`src/rtl/regfile_wb_arbiter.sv`:
```
// ---------------------------------------------------------------------------
// regfile_wb_arbiter
//
// Purpose:
//   Tracks which architectural registers have a write still outstanding
//   (scoreboard "busy" bits). It stalls decode on RAW/WAW hazards and
//   arbitrates between two writeback sources (ALU and load unit) for the
//   single register-file write port. Arbitration is round-robin when both
//   sources compete. The chosen writeback is registered onto the port.
//
// Parameters:
//   INIT_PRIO      requester favoured first after reset (0 = ALU, 1 = load)
//
// Ports:
//   clk            single clock, rising edge
//   rst            synchronous active-high reset
//   issue_valid    decode wants to reserve issue_rd
//   issue_rd       destination register of the issuing instruction
//   issue_ready    issue accepted this cycle
//   rs1_addr       first source register of the issuing instruction
//   rs2_addr       second source register of the issuing instruction
//   hazard         a source register still has a write pending
//   req0_*         ALU writeback request (valid/addr/data) and grant (ready)
//   req1_*         load-unit writeback request (valid/addr/data) and grant
//   write_ena      register-file write enable (registered)
//   write_reg_addr register-file write address (registered)
//   data_in        register-file write data (registered)
// ---------------------------------------------------------------------------
module regfile_wb_arbiter #(
    parameter bit INIT_PRIO = 1'b0
) (
    input  logic        clk,
    input  logic        rst,
    input  logic        issue_valid,
    input  logic [4:0]  issue_rd,
    output logic        issue_ready,
    input  logic [4:0]  rs1_addr,
    input  logic [4:0]  rs2_addr,
    output logic        hazard,
    input  logic        req0_valid,
    input  logic [4:0]  req0_addr,
    input  logic [31:0] req0_data,
    output logic        req0_ready,
    input  logic        req1_valid,
    input  logic [4:0]  req1_addr,
    input  logic [31:0] req1_data,
    output logic        req1_ready,
    output logic        write_ena,
    output logic [4:0]  write_reg_addr,
    output logic [31:0] data_in
);

    logic [31:0] busy;
    logic [31:0] busy_next;
    logic        prio;
    logic        wb_grant;
    logic [4:0]  wb_addr;
    logic [31:0] wb_data;
    logic        issue_accept;

    // Hazard detection looks only at the registered busy vector, so a
    // writeback retiring this cycle still stalls a dependent issue for one
    // cycle. Everything is forced low while reset is held so that nothing
    // upstream sees a handshake during reset.
    always_comb begin
        hazard      = 1'b0;
        issue_ready = 1'b0;
        if (!rst) begin
            hazard      = busy[rs1_addr] | busy[rs2_addr];
            issue_ready = !busy[issue_rd] & !(busy[rs1_addr] | busy[rs2_addr]);
        end
    end

    // Writeback arbitration: a lone request always wins; when both are
    // valid the requester named by prio wins. req1 is granted exactly when
    // it is valid and req0 did not win, so at most one grant per cycle.
    always_comb begin
        req0_ready = 1'b0;
        req1_ready = 1'b0;
        if (!rst) begin
            req0_ready = req0_valid & (!req1_valid | (prio == 1'b0));
            req1_ready = req1_valid & !(req0_valid & (!req1_valid | (prio == 1'b0)));
        end
    end

    // Mux the winning request onto a common writeback path.
    always_comb begin
        wb_grant     = req0_ready | req1_ready;
        wb_addr      = req1_ready ? req1_addr : req0_addr;
        wb_data      = req1_ready ? req1_data : req0_data;
        issue_accept = issue_valid & issue_ready & (issue_rd != 5'd0);
    end

    // Next busy vector: clear the retiring register first, then apply the
    // new reservation so that a same-register set overrides the clear.
    // Register 0 never holds a pending write.
    always_comb begin
        busy_next = busy;
        if (wb_grant) begin
            busy_next[wb_addr] = 1'b0;
        end
        if (issue_accept) begin
            busy_next[issue_rd] = 1'b1;
        end
        busy_next[0] = 1'b0;
    end

    // Busy vector register.
    always_ff @(posedge clk) begin
        if (rst) begin
            busy <= '0;
        end else begin
            busy <= busy_next;
        end
    end

    // Round-robin pointer only moves when there was real contention, so a
    // stream of single requests does not disturb fairness.
    always_ff @(posedge clk) begin
        if (rst) begin
            prio <= INIT_PRIO;
        end else if (req0_valid && req1_valid) begin
            prio <= ~prio;
        end
    end

    // Register-file write port. A grant to register 0 is consumed but does
    // not produce a write. Address and data hold their last value when idle.
    always_ff @(posedge clk) begin
        if (rst) begin
            write_ena      <= 1'b0;
            write_reg_addr <= 5'd0;
            data_in        <= 32'd0;
        end else begin
            write_ena <= wb_grant & (wb_addr != 5'd0);
            if (wb_grant) begin
                write_reg_addr <= wb_addr;
                data_in        <= wb_data;
            end
        end
    end

endmodule

```
`config.mk`:
```
export PLATFORM = sky130hd
export DESIGN_NAME = regfile_wb_arbiter
export DESIGN_NICKNAME = d
export VERILOG_FILES = /design/src/rtl/regfile_wb_arbiter.sv
export SDC_FILE = /design/constraint.sdc
export NUM_CORES = 1
export LEC_CHECK = 0
export ABC_CLOCK_PERIOD_IN_PS = 4100
export CAP_MARGIN = 10
export CORE_MARGIN = 5
export CORE_UTILIZATION = 45
export CTS_CLUSTER_DIAMETER = 100
export DETAILED_ROUTE_END_ITERATION = 8
export PLACE_DENSITY = 0.78
export SLEW_MARGIN = 20
export SYNTH_ARGS = -nofsm -noshare
export SYNTH_HDL_FRONTEND = slang
export SYNTH_SLANG_ARGS = --single-unit
```
`constraint.sdc`:
```
create_clock -name clk -period 4.1 [get_ports clk]
set_clock_uncertainty 0.2 [all_clocks]
set_input_delay 0.82 -clock clk [delete_from_list [all_inputs] [get_ports clk]]
set_output_delay 0.82 -clock clk [all_outputs]
set_load 0.05 [all_outputs]
```
==> flow_summary_export.csv <==
group,metric,value,unit
critical_path,crit_chain,"clkdlybuf4s50_1, mux2_2, a221oi_1, a2111oi_1, a211oi_2, nand3_2, nor4_4, buf_12",
run,cap_violations,0,
sta,tightestPinTransition,0.856,ns
power,clkPwrFrac,0.337,
synth,syn_avg_cell_area,10.1,sq um
global_route,grt_util_all_layers,0.265,
synth,synth_flop_cell,"dfxtp_1",
power,combPwrFrac,0.262,
floorplan,io_pins,136,
critical_path,cp-end-kind,"output port",
global_route,grt_pass1_wl,21300,um
floorplan,dieArea,10300,sq um
final_layout,utilization,0.685,
drt,drcViolationCount,0,
status,status,"complete, no violations",
sta,timing.final.crit_period,4.01,ns
drt,dr.pass1.iters,7,
cts,cts_buffers,9,
sta,rsz0062_at_grt,"false",
synth,synth_mux_area_frac,0.164,
critical_path,path_delay_family,"buffers and inverters",
power,swShare,0.306,
drt,wl,13800,um
placed_design,port_buffers,135,
critical_path,required,3.08,ns
global_route,antenna_found_initial,0,
floorplan,die_x,101,um
sta,clock.fmax,0.250,GHz
cts,cts_max_level,3,
global_route,grt_max_degree,34,
cts,cts_tree,"done",
global_route,grt_pass1_vias,4160,
final_layout,antennaDiodeCount,0,
cts,cts_hold_buffers,0,
min_path,hp-class,"reg -> reg",
critical_path,critPathMaxFanout,2,
drt,vias,4137,
cts,clockBufferDepth,2,
cts,path_clk_slew,0.07,ns
synth,synthAdderAreaFrac,0,
critical_path,max_stage_delay,0.50,ns
final_layout,drive_above_1_share,0.160,
synth,synth_xor_area_frac,0.00233,
power,p_int,1.26,mW
power,p_switching,0.556,mW
synth,synth_top_family_by_area,"compound AO/OA/AOI/OAI gates",
cts,root_buffer,"clkbuf_8",
sta,finalCritPeriodShare,0.977,
final_layout,layout-area-overhead-vs-synth,49.2,%
global_route,overflow,0,
sta,final_max_slew_viol_count,0,
floorplan,fp-row-count,33,
final_layout,fin_nets,607,
floorplan,fp.coreArea,8180,sq um
synth,synth_edf_count,0,
power,p_seq_frac,0.401,
sta,slew_headroom,0.427,
synth,synth_warnings,0,
placed_design,dp_hpwl,10200,um
power,p_leak,2.02,nW
cts,cts_num_sinks,70,
sta,setup_viol,0,
cts,clk_latency,0.34,ns
sta,hold_viol_final,0,
synth,synth.distinct_cells,49,
drt,drt_iter0_drc,476,
synth,synth-simple-area-share,0.133,
power,irDropWorstVdd,287,uV
critical_path,crit_arrival,2.99,ns
critical_path,start_kind,"input pin",
critical_path,crit_slowest_cell,"clkdlybuf4s50_1",
drt,wl_per_cell,22.2,um
power,total_power,1.81,mW
placed_design,gp_congestion,0.976,
synth,synth_compound_area_frac,0.278,
synth,synthArstFlopShare,0,
synth,yosysSeqAreaShare,0.373,
synth,syn_area,3750,sq um
synth,syn_nets,466,
sta,whs,0.291,ns
power,p_per_area,324,nW/um^2
floorplan,die_h,101,um
floorplan,start_util,0.459,
drt,ant_nets,0,
critical_path,worst-setup-path-type,"in -> out",
synth,synth_cells,372,
synth,synth-seq-cells,70,
critical_path,critical_path_buf_inv_count,2,
drt,route.detailed.vias_per_inst,6.64,
## cells in the final DEF, fill, tap and decap left out, types with 2 or more instances in the layout
cell type / count
clkdlybuf4s50_1: 126
dfxtp_1: 70
nor2_1: 45
o211ai_1: 32
o41ai_1: 31
a222oi_1: 31
buf_4: 27
mux4_2: 16
mux2i_1: 15
nand2_1: 11
nand3_1: 11
clkbuf_8: 9
mux2_2: 7
a211oi_1: 5
nor3_1: 4
nor3b_1: 4
or3_1: 4
o21ai_1: 4
inv_1: 3
nand3b_1: 3
nor2b_1: 3
a221oi_1: 3
dlymetal6s2s_1: 3
buf_12: 3
buf_6: 3
a21oi_1: 2
nand4b_1: 2
o21ai_0: 2
and2b_1: 2
a31o_2: 2
and3b_1: 2
clkinv_2: 2
bufinv_16: 2
## path summary, 6_finish.rpt
check               from     endpoint  slack, ns  cells after the start
max          rs2_addr[1]  issue_ready       0.09                      8
min          data_in[30]  data_in[30]       0.29                      1
max reg2reg     busy[15]     busy[20]       1.59                      7
min reg2reg  data_in[30]  data_in[30]       0.29                      1
## flip-flops by register name, indices dropped and copies added, names as in the netlist
name	flops
write_reg_addr	5
prio	1
busy	31
data_in	32
write_ena	1
## layout make-up
cell class | instances | area, sq um
clock buffers | 10 | 128
repair buffers | 164 | 1610
inverters | 4 | 15.0
clock inverters | 6 | 86.3
fillers | 658 | 2580
multi-input cells | 264 | 2220
well taps | 105 | 131
flip-flops and latches | 70 | 1400
## power groups by stage
stage / combinational (mW) / sequential (mW) / clock [mW]
finish: 0.475 / 0.727 / 0.612
CTS: 0.466 / 0.727 / 0.614
global placement: 0.457 / 0.741 / 0
floorplan: 0.169 / 0.827 / 0
global route: 0.500 / 0.731 / 0.650
detailed placement: 0.464 / 0.741 / 0
## through the flow
stage               cells  TNS (ns)  setup WS (ns)  instance area [sq um]
floorplan             372         0          0.131                   3770
global placement      601   -0.0575        -0.0575                   5300
CTS                   617         0         0.0103                   5510
global route          623         0        0.00387                   5600
detailed placement    601   -0.0875        -0.0875                   5300
finish                623         0         0.0925                   5600
## synthesized netlist by cell type (2+ instances only)
cell type	count	share of area
nand3_1	11	0.015
a222oi_1	31	0.083
dfxtp_1	70	0.37
a2111oi_0	2	0.0047
buf_1	3	0.0030
nand3b_1	3	0.0060
a211oi_1	6	0.012
buf_2	3	0.0040
or3_1	4	0.0067
buf_4	2	0.0040
and2b_1	2	0.0040
buf_6	4	0.012
a221oi_1	3	0.0070
a21oi_1	3	0.0040
nand2_1	11	0.011
mux2_2	7	0.021
nor2b_1	3	0.0050
a31o_2	2	0.0047
o41ai_1	31	0.072
nor3_1	4	0.0053
and3b_1	2	0.0047
nor2_1	45	0.045
mux4_2	16	0.096
clkbuf_1	22	0.022
mux2i_1	15	0.040
o21ai_0	2	0.0027
nor3b_1	5	0.010
inv_1	3	0.0030
o211ai_1	32	0.064
nand4b_1	2	0.0047
o21ai_1	5	0.0067
## kinds of logic after synthesis
group | Yosys count
flip-flops | 70
buffers and inverters | 38
XOR/XNOR | 1
AND/OR/NAND/NOR | 100
AO/OA/AOI/OAI | 124
multiplexers | 39
## layer usage
| metal | GRT usage | share of wire | up-vias |
|---|---|---|---|
| li1 | - | - | 1835 |
| met1 | 0.310 | 0.37 | 1991 |
| met2 | 0.440 | 0.48 | 277 |
| met3 | 0.0950 | 0.12 | 34 |
| met4 | 0.112 | 0.029 | 0 |
| met5 | 0 | 0 | - |
## timing repair
action | 4_1_cts | 5_1_grt
pin swaps | 1 | 4
cloned | 0 | 0
resized for setup | 2 | 13
setup endpoints to repair | 1 | 1
buffers inserted | 0 | 6
Note: power is estimated with default switching activity, not from simulation.
